**src/rtl/upp_rx_solver_pkg.sv**
```systemverilog
// Shared definitions for the uPP receive solver and its transmit-side sibling.
package upp_rx_solver_pkg;

   localparam int UPP_DW  = 16;
   localparam int USEDW_W = 9;

   // Defaults shared with the transmit solver so both ends agree on framing.
   localparam int                 DEF_PACKET_WORDS = 256;
   localparam logic [USEDW_W-1:0] DEF_AFULL_LEVEL  = 9'd384;

   typedef enum logic [2:0] {
      ST_IDLE    = 3'd0,
      ST_CLEAR   = 3'd1,
      ST_ARM     = 3'd2,
      ST_RECEIVE = 3'd3,
      ST_CHECK   = 3'd4,
      ST_RELEASE = 3'd5,
      ST_GAP     = 3'd6
   } state_e;

endpackage

```
**src/rtl/upp_rx_solver_sync2.sv**
```systemverilog
// Two-flop synchronizer for a slow asynchronous DSP GPIO line.
module upp_rx_solver_sync2 (
   input  logic clk,
   input  logic rst_n,
   input  logic d,
   output logic q
);

   logic meta_q;
   logic sync_q;

   // Two back-to-back flops give the first one a full cycle to settle.
   always_ff @(posedge clk or negedge rst_n) begin
      if (!rst_n) begin
         meta_q <= 1'b0;
         sync_q <= 1'b0;
      end else begin
         meta_q <= d;
         sync_q <= meta_q;
      end
   end

   assign q = sync_q;

endmodule

```
**src/rtl/upp_rx_solver.sv**
```systemverilog
// uPP receive solver: moves one DSP frame from the uPP pins into the write FIFO,
// runs the GPIO frame handshake, applies WAIT back-pressure and flags errors.
module upp_rx_solver
   import upp_rx_solver_pkg::*;
#(
   parameter int                 PACKET_WORDS   = DEF_PACKET_WORDS,
   parameter int                 FRAME_PACKETS  = 16,
   parameter logic [USEDW_W-1:0] AFULL_LEVEL    = DEF_AFULL_LEVEL,
   parameter logic [8:0]         BETWEEN_FRAMES = 9'd100,
   parameter logic [15:0]        RX_TIMEOUT     = 16'd50000
) (
   input  logic              iCLK,
   input  logic              iRST_N,
   input  logic              iSTART,
   input  logic              iGPIO0,
   input  logic [UPP_DW-1:0] iUPP_DATA,
   input  logic              iUPP_ENA,
   input  logic [USEDW_W-1:0] iWR_USEDW,
   input  logic              iWR_FULL,
   output logic [UPP_DW-1:0] oWR_DATA,
   output logic              oWR_REQ,
   output logic              oACLR_FIFO,
   output logic              oGPIO5,
   output logic              oUPP_WAIT,
   output logic              oFRAME_DONE,
   output logic              oERR_OVF,
   output logic              oERR_LEN
);

   localparam logic [15:0] EXP = 16'(PACKET_WORDS * FRAME_PACKETS);

   logic              gpio0_s;

   state_e            state_q, state_d;
   logic              start_q, start_d;
   logic [UPP_DW-1:0] d1_q, d1_d;
   logic              ena1_q, ena1_d;
   logic [UPP_DW-1:0] wr_data_q, wr_data_d;
   logic              wr_req_q, wr_req_d;
   logic              aclr_q, aclr_d;
   logic              gpio5_q, gpio5_d;
   logic              upp_wait_q, upp_wait_d;
   logic              done_q, done_d;
   logic              ovf_q, ovf_d;
   logic              len_q, len_d;
   logic [15:0]       word_cnt_q, word_cnt_d;
   logic [15:0]       tmo_cnt_q, tmo_cnt_d;
   logic [8:0]        gap_cnt_q, gap_cnt_d;

   upp_rx_solver_sync2 u_gpio0_sync (
      .clk   (iCLK),
      .rst_n (iRST_N),
      .d     (iGPIO0),
      .q     (gpio0_s)
   );

   // Frame sequencing, write path, error tracking and back-pressure.
   always_comb begin
      state_d    = state_q;
      start_d    = start_q | iSTART;
      d1_d       = iUPP_DATA;
      ena1_d     = iUPP_ENA;
      wr_data_d  = wr_data_q;
      wr_req_d   = 1'b0;
      aclr_d     = 1'b0;
      gpio5_d    = gpio5_q;
      upp_wait_d = 1'b0;
      done_d     = 1'b0;
      ovf_d      = ovf_q;
      len_d      = len_q;
      word_cnt_d = word_cnt_q;
      tmo_cnt_d  = tmo_cnt_q;
      gap_cnt_d  = gap_cnt_q;

      case (state_q)
         ST_IDLE: begin
            gpio5_d = 1'b0;
            if (start_q && !gpio0_s) begin
               state_d = ST_CLEAR;
               start_d = 1'b0;
               aclr_d  = 1'b1;
            end
         end

         ST_CLEAR: begin
            ovf_d      = 1'b0;
            len_d      = 1'b0;
            word_cnt_d = '0;
            tmo_cnt_d  = '0;
            state_d    = ST_ARM;
         end

         ST_ARM: begin
            gpio5_d = 1'b1;
            state_d = ST_RECEIVE;
         end

         ST_RECEIVE: begin
            gpio5_d    = 1'b1;
            upp_wait_d = (iWR_USEDW >= AFULL_LEVEL);
            if (ena1_q) begin
               tmo_cnt_d = '0;
               if (iWR_FULL) begin
                  ovf_d = 1'b1;
               end
               if (word_cnt_q >= EXP) begin
                  len_d = 1'b1;
               end
               if (!iWR_FULL && (word_cnt_q < EXP)) begin
                  wr_req_d   = 1'b1;
                  wr_data_d  = d1_q;
                  word_cnt_d = word_cnt_q + 16'd1;
               end
            end else begin
               tmo_cnt_d = tmo_cnt_q + 16'd1;
            end
            if (gpio0_s) begin
               state_d = ST_CHECK;
            end else if (tmo_cnt_q == RX_TIMEOUT) begin
               len_d   = 1'b1;
               state_d = ST_CHECK;
            end
         end

         ST_CHECK: begin
            gpio5_d = 1'b0;
            done_d  = 1'b1;
            if (word_cnt_q != EXP) begin
               len_d = 1'b1;
            end
            state_d = ST_RELEASE;
         end

         ST_RELEASE: begin
            if (!gpio0_s) begin
               gap_cnt_d = '0;
               state_d   = ST_GAP;
            end
         end

         ST_GAP: begin
            if (({1'b0, gap_cnt_q} + 10'd1) >= {1'b0, BETWEEN_FRAMES}) begin
               state_d = ST_IDLE;
            end else begin
               gap_cnt_d = gap_cnt_q + 9'd1;
            end
         end

         default: begin
            gpio5_d = 1'b0;
            state_d = ST_IDLE;
         end
      endcase
   end

   // State and output registers; reset forces every output quiet.
   always_ff @(posedge iCLK or negedge iRST_N) begin
      if (!iRST_N) begin
         state_q    <= ST_IDLE;
         start_q    <= 1'b0;
         d1_q       <= '0;
         ena1_q     <= 1'b0;
         wr_data_q  <= '0;
         wr_req_q   <= 1'b0;
         aclr_q     <= 1'b0;
         gpio5_q    <= 1'b0;
         upp_wait_q <= 1'b0;
         done_q     <= 1'b0;
         ovf_q      <= 1'b0;
         len_q      <= 1'b0;
         word_cnt_q <= '0;
         tmo_cnt_q  <= '0;
         gap_cnt_q  <= '0;
      end else begin
         state_q    <= state_d;
         start_q    <= start_d;
         d1_q       <= d1_d;
         ena1_q     <= ena1_d;
         wr_data_q  <= wr_data_d;
         wr_req_q   <= wr_req_d;
         aclr_q     <= aclr_d;
         gpio5_q    <= gpio5_d;
         upp_wait_q <= upp_wait_d;
         done_q     <= done_d;
         ovf_q      <= ovf_d;
         len_q      <= len_d;
         word_cnt_q <= word_cnt_d;
         tmo_cnt_q  <= tmo_cnt_d;
         gap_cnt_q  <= gap_cnt_d;
      end
   end

   assign oWR_DATA    = wr_data_q;
   assign oWR_REQ     = wr_req_q;
   assign oACLR_FIFO  = aclr_q;
   assign oGPIO5      = gpio5_q;
   assign oUPP_WAIT   = upp_wait_q;
   assign oFRAME_DONE = done_q;
   assign oERR_OVF    = ovf_q;
   assign oERR_LEN    = len_q;

endmodule

```
**config.mk**
```make
export PLATFORM = sky130hd
export DESIGN_NAME = upp_rx_solver
export DESIGN_NICKNAME = d
export VERILOG_FILES = /design/src/rtl/upp_rx_solver_pkg.sv /design/src/rtl/upp_rx_solver_sync2.sv /design/src/rtl/upp_rx_solver.sv
export SDC_FILE = /design/constraint.sdc
export NUM_CORES = 1
export LEC_CHECK = 0
export BUFFER_PORTS_ARGS = -buffer_cell sky130_fd_sc_hd__clkbuf_2
export CAP_MARGIN = 20
export CORE_ASPECT_RATIO = 0.9
export CORE_MARGIN = 4
export CORE_UTILIZATION = 51
export CTS_CLUSTER_DIAMETER = 120
export DETAILED_ROUTE_END_ITERATION = 16
export GPL_ROUTABILITY_DRIVEN = 0
export PLACE_DENSITY = 0.84
export SYNTH_ARGS = -nofsm -noshare
export SYNTH_HDL_FRONTEND = slang
export SYNTH_SLANG_ARGS = --single-unit
```
**constraint.sdc**
```tcl
create_clock -name iCLK -period 1.81 [get_ports iCLK]
set_input_delay 0.2715 -clock iCLK [delete_from_list [all_inputs] [get_ports iCLK]]
set_output_delay 0.2715 -clock iCLK [all_outputs]
set_load 0.005 [all_outputs]
```
# --- Word-level counts from Yosys, hierarchy flattened ---
# Index checks and enable logic that the tools add are counted.
op_classes:
  add_sub_neg: 4
  order_cmp: 4
  eq_ne: 17
  muxes: 33
  n_bitwise: 1
  reduce_logical: 16
op_table:
  columns: ["op", "n"]
  rows:
  - ["$pmux W16 S2", 2]
  - ["$mux W16", 3]
  - ["$add A16 B1 Y16 const B", 2]
  - ["$pmux W3 S7", 1]
  - ["$mux W9", 2]
  - ["$pmux W9 S2", 1]
  - ["$eq A16 B16 Y1 const B", 1]
  - ["$ge A16 B13 Y1 const B", 1]
  - ["$lt A16 B13 Y1 const B", 1]
  - ["$mux W1", 16]
  - ["$ne A16 B13 Y1 const B", 1]
  - ["$ne A2 B2 Y1 const B", 8]
  - ["$mux W3", 5]
  - ["$reduce_and A3 Y1", 4]
  - ["$add A9 B1 Y10 const B", 1]
  - ["$ge A10 B7 Y1 const B", 1]
  - ["$add A9 B1 Y9 const B", 1]
  - ["$eq A3 B3 Y1 const B", 3]
  - ["$ge A9 B9 Y1 const B", 1]
  - ["$eq A3 B2 Y1 const B", 2]
  - ["$pmux W1 S2", 2]
  - ["$reduce_and A4 Y1", 1]
  - ["$reduce_bool A2 Y1", 2]
  - ["$eq A3 B1 Y1 const B", 1]
  - ["10 further kinds", 12]
totals:
  regBits: 87

# --- Depth between registers and ports, before layout ---
depth:
  ltp_word: 6
  mapped_depth: 7

# --- Modules after synthesis ---
# A second synthesis with hierarchy kept.
hier_totals:
  cells_unflattened: 400
  area_unflattened_um2: 4010.1
by_module_without_submodules:
  columns: ["mod", "instances", "cells_per_inst", "area_each_um2", "seq_area_each_um2"]
  rows:
  - ["upp_rx_solver", 1, 398, 3960.0, 2127.0]
  - ["upp_rx_solver_sync2", 1, 2, 50.0, 50.0]

# --- Worst setup path before layout ---
# Ideal clock, no wire load.
synth_timing:
  kind: "reg2reg"
  startpoint: "register gap_cnt_q[0]"
  endpoint: "register gap_cnt_q[2]"
  setup_time_ps: 126
  arrival_time_ps: 1644
  required_ps: 1684
  path_slack_ps: 40
  path_stages_with_launch: 7
  n_path_buf: 0
  cell_sequence: "dfrtp_1 > ha_1 > nand2_1 > nand4_2 > a211oi_2 > a21boi_2 > a221o_1"
synth_between:
  elab_chain_len: 4
synth_lines:
  columns: ["item", "line", "text"]
  rows:
  - ["start, declared", "upp_rx_solver.sv:48", "logic [8:0] gap_cnt_q, gap_cnt_d;"]
  - ["start signal, assigned", "upp_rx_solver.sv:189", "gap_cnt_q <= gap_cnt_d;"]
  - ["$add A9 B1 Y10", "upp_rx_solver.sv:142", "if (({1'b0, gap_cnt_q} + 10'd1) >= {1'b0, BETWEEN_FRAMES}) begin"]
  - ["$ge A10 B7 Y1", "upp_rx_solver.sv:142", null]
  - ["$ne A2 B2 Y1 (no line)", null, null]
  - ["$reduce_and A3 Y1 (no line)", null, null]
# Several ways; a longest one is shown, not always the timed one. The select of a mux whose other input is x is not followed.
# A chain may end at the register's enable or synchronous reset.

# --- Final worst setup path ---
layout_timing:
  startpoint: "register gap_cnt_q[6]"
  endpoint: "register gap_cnt_q[4]"
layout_between:
  elab_chain_len: 4
layout_lines:
  columns: ["item", "line"]
  rows:
  - ["$add A9 B1 Y10", "upp_rx_solver.sv:142"]
  - ["$ge A10 B7 Y1", "upp_rx_solver.sv:142"]
  - ["$ne A2 B2 Y1 (no line)", null]
  - ["$reduce_and A3 Y1 (no line)", null]
# Every way passes these cells.

==> results.md <==
- Status: finished with violations
- Failing checks: negative setup slack
- Final setup fails: 5
- VDD IR max: 1.150 mV
- Net Sw Frac: about 36%
- Async set or reset register ratio after synthesis: 100.0%
- Number of synthesized flops with an enable pin: 0
- Pre-antenna DRT Iters: 6
- Core area: approximately 7200 sq um
- Num CTS Buffers: 9
- # port buffers: 46
- Synth Register Bits: 87
- Reg clk slew, reported paths: 0.10 ns
- WP data required: slightly above 2 ns
- Reported max-cap violation count: 0
- Worst Hold Depth: 1
- Worst R2R Setup Slack: -0.03 ns
- Syn Std Cell Area: about 3900 sq um
- Ratio of cells with drive above 1 in the final layout: 26.49%
- H-tree depth: 3
- Hold Path End: d1_q[7]$_DFF_PN0_
- Die ar.: just over 9000 sq um
- IO Pins: 54
- Fin crit share: 101.5%
- Most instantiated cells after synthesis: 87 x dfrtp_1, 79 x nand2_1, 31 x o21ai_0
- Final Max Slew Viols: 0
- Vias per cell: about 5.8
- Worst R2R Path Depth: 5
- First-pass GRT wire length: about 16000 um
- Total Routed Length: 9496 um
- Via Count: 3355
- Nets: 519
- Synth top area cells: dfrtp_1 56%, nand2_1 7.6%, o21ai_0 4.0%
- Minimum clock period: between 1.5 and 2 ns
- # diodes: 0
- Clock tree buffer depth: 2
- Slew HR: 70.04%
- Core Util, Final: between 60% and 70%
- Met1 Use GR: a little over a quarter
- Count of cell types in the netlist: 58
- RSZ-0062 raised after global routing: true
- Sum Neg Setup Slack: -0.07159 ns
- TritonCTS clock tree: yes
- R2R Path Start: gap_cnt_q[6]$_DFFE_PN0P_
- Final hold violation count: 0
- Die width: 99.91 um
- Total Routing Usage GR: around a fifth
- Layout area overhead: 26.72%
- WL/cell: between 15 and 20 um
- Remaining DRCs: 0
- GR Util met2: 34.67%
- Leakage: approximately 2.3 nW
- Vias in the first global route: 3297
- Synthesized netlist cell count: a little under 400
- Largest net degree at the start of global routing: 35
- Drt first-iter violations: approximately 280
- Clock group share of total power: 24.6%
- Most frequent cell after synthesis: dfrtp_1
- Syn_area_per_cell: 9.993 sq um
- Min-delay src: iUPP_DATA[7]
- Sequential share of power: about 44%
- Initial Utilization: 53.70%
- Remaining antenna violation count: 0
- Achievable Freq: 0.5444 GHz
- Synth area leader: dfrtp_1
- Root buffer selected by CTS: clkbuf_8
- Crit Reg-Reg Endpoint: gap_cnt_q[4]$_DFFE_PN0P_
- Worst EP arrival: 2.09 ns
- P_sw: roughly 0.0021 W
- Min-delay worst type: primary input to register
- Least-Margin Pin Slew: 0.4494 ns
- GR Util met3: 4.865%
- Busiest layer in global routing: met2
- Pint: 0.003742 W
- Worst setup SP type: register
- Dpl cells: ~550
- Layout Cells excl Fill: 580
- Clock Sink Count: between 80 and 90
- Comb power frac: between 30% and 40%
- Post-synthesis sequential area ratio: a little under three fifths
- Pwr Density: approximately 1200 nW/um^2
- Row cnt: 29
- Syn nets: 425
- YS warnings: 0
- Setup CP Type: register to register
- Clock skew: ~0.015 ns
- Overflow after GRT: 0
- Initial antenna violation count: 0
- DP HPWL: 5928 um
- Die height: 90.72 um
- Worst-skew pair later-pin latency: 0.36 ns
- Synth top area share: around 56%
- Maximum fanout along the worst path: 7
- Dominant synthesized flop cell: dfrtp_1
- Worst Setup End Kind: register
- Final WS setup: -0.02686 ns
-- layout by cell type (no fill, tap or decap), drive strengths merged, types with 2 or more instances in the layout --
cell          n
nor2         27
o21ai        32
a21oi         7
nand3        14
dfrtp        87
nand2b        2
nand2        79
and4          4
a221o         3
o31ai         5
inv          17
clkbuf       54
nor3          6
xnor2         5
nor4b         2
xor2          5
ha            6
dlygate4sd3  15
and2          7
mux2i         4
a31oi         6
or2           3
and3          9
buf          37
nor2b         3
nand4        14
a211oi        6
nor4          4
a21o          2
-- cell families after synthesis --
logic type	synth area share (%)
AND/OR/NAND/NOR	23.20
flip-flops	56.15
AO/OA/AOI/OAI	12.17
buffers and inverters	2.968
XOR/XNOR	2.259
adder cells (fa/ha/maj)	1.936
multiplexers	1.323
-- registers in the layout, summed over array words and instances, names as in the netlist, 3 cells and up --
signal / flops
oWR_DATA: 16
d1_q: 16
tmo_cnt_q: 16
gap_cnt_q: 9
state_q: 3
word_cnt_q: 16
-- metrics by stage --
stage	total power [W]	worst slack [ns]	instance area, sq um	hold slack [ns]
global route	0.006162	-0.07531	4913	0.002906
CTS	0.005679	-0.0008247	4743	0.0009068
global placement	0.004117	0.02347	4409	0.2450
floorplan	0.003416	0.04022	3877	-0.02409
detailed placement	0.004199	-0.07011	4409	0.2512
finish	0.005805	-0.02686	4913	0.01598
-- power groups by stage --
stage,Sequential [W],Combinational [W],Clock [W]
after floorplan,0.00256,0.000860,0
after global placement,0.00256,0.00155,0
after detailed placement,0.00258,0.00162,0
after CTS,0.00255,0.00168,0.00144
after global routing,0.00262,0.00200,0.00154
final,0.00257,0.00180,0.00143
-- metal layers --
layer	part of all wire, %	vias up	routed length [um]
li1	-	1550	-
met1	40	1631	3813
met2	51	133	4847
met3	5.4	41	515
met4	3.4	0	319
met5	0	-	0
-- what timing repair did --
action | CTS | global route
buffers inserted | 3 | 1
endpoints found under the setup margin | 9 | 24
cloned | 0 | 0
hold endpoints to repair | 35 | 10
pin swaps | 7 | 3
resized for setup | 8 | 17
hold buffers | 5 | 10
-- layout make-up --
type	instances	area, sq um
fillers	495	2307
clock buffers	9	123.9
repair buffers	97	673.1
multi-input cells	275	1689
flip-flops and latches	87	2182
well taps	93	116.4
clock inverters	7	83.83
inverters	12	45.04
-- worst max-delay path: stages, from the launching register on --
cell and delay [ns]:
dfrtp_2 0.47, and4_4 0.21, a21o_2 0.24, a211oi_4 0.31, a21boi_4 0.14, a221o_1 0.36
-- how the worst max path moves through the flow --
stage,startpoint,to,slack (ns),cells past startpoint
global placement,gap_cnt_q[0]$_DFFE_PN0P_,gap_cnt_q[0]$_DFFE_PN0P_,0.02,5
CTS,gap_cnt_q[0]$_DFFE_PN0P_,gap_cnt_q[2]$_DFFE_PN0P_,-0.0008,6
floorplan,gap_cnt_q[0]$_DFFE_PN0P_,gap_cnt_q[2]$_DFFE_PN0P_,0.04,6
global route,gap_cnt_q[0]$_DFFE_PN0P_,gap_cnt_q[4]$_DFFE_PN0P_,-0.08,6
detailed placement,gap_cnt_q[0]$_DFFE_PN0P_,gap_cnt_q[4]$_DFFE_PN0P_,-0.07,6
finish,gap_cnt_q[6]$_DFFE_PN0P_,gap_cnt_q[4]$_DFFE_PN0P_,-0.03,5
(Power assumes the default switching activity.)
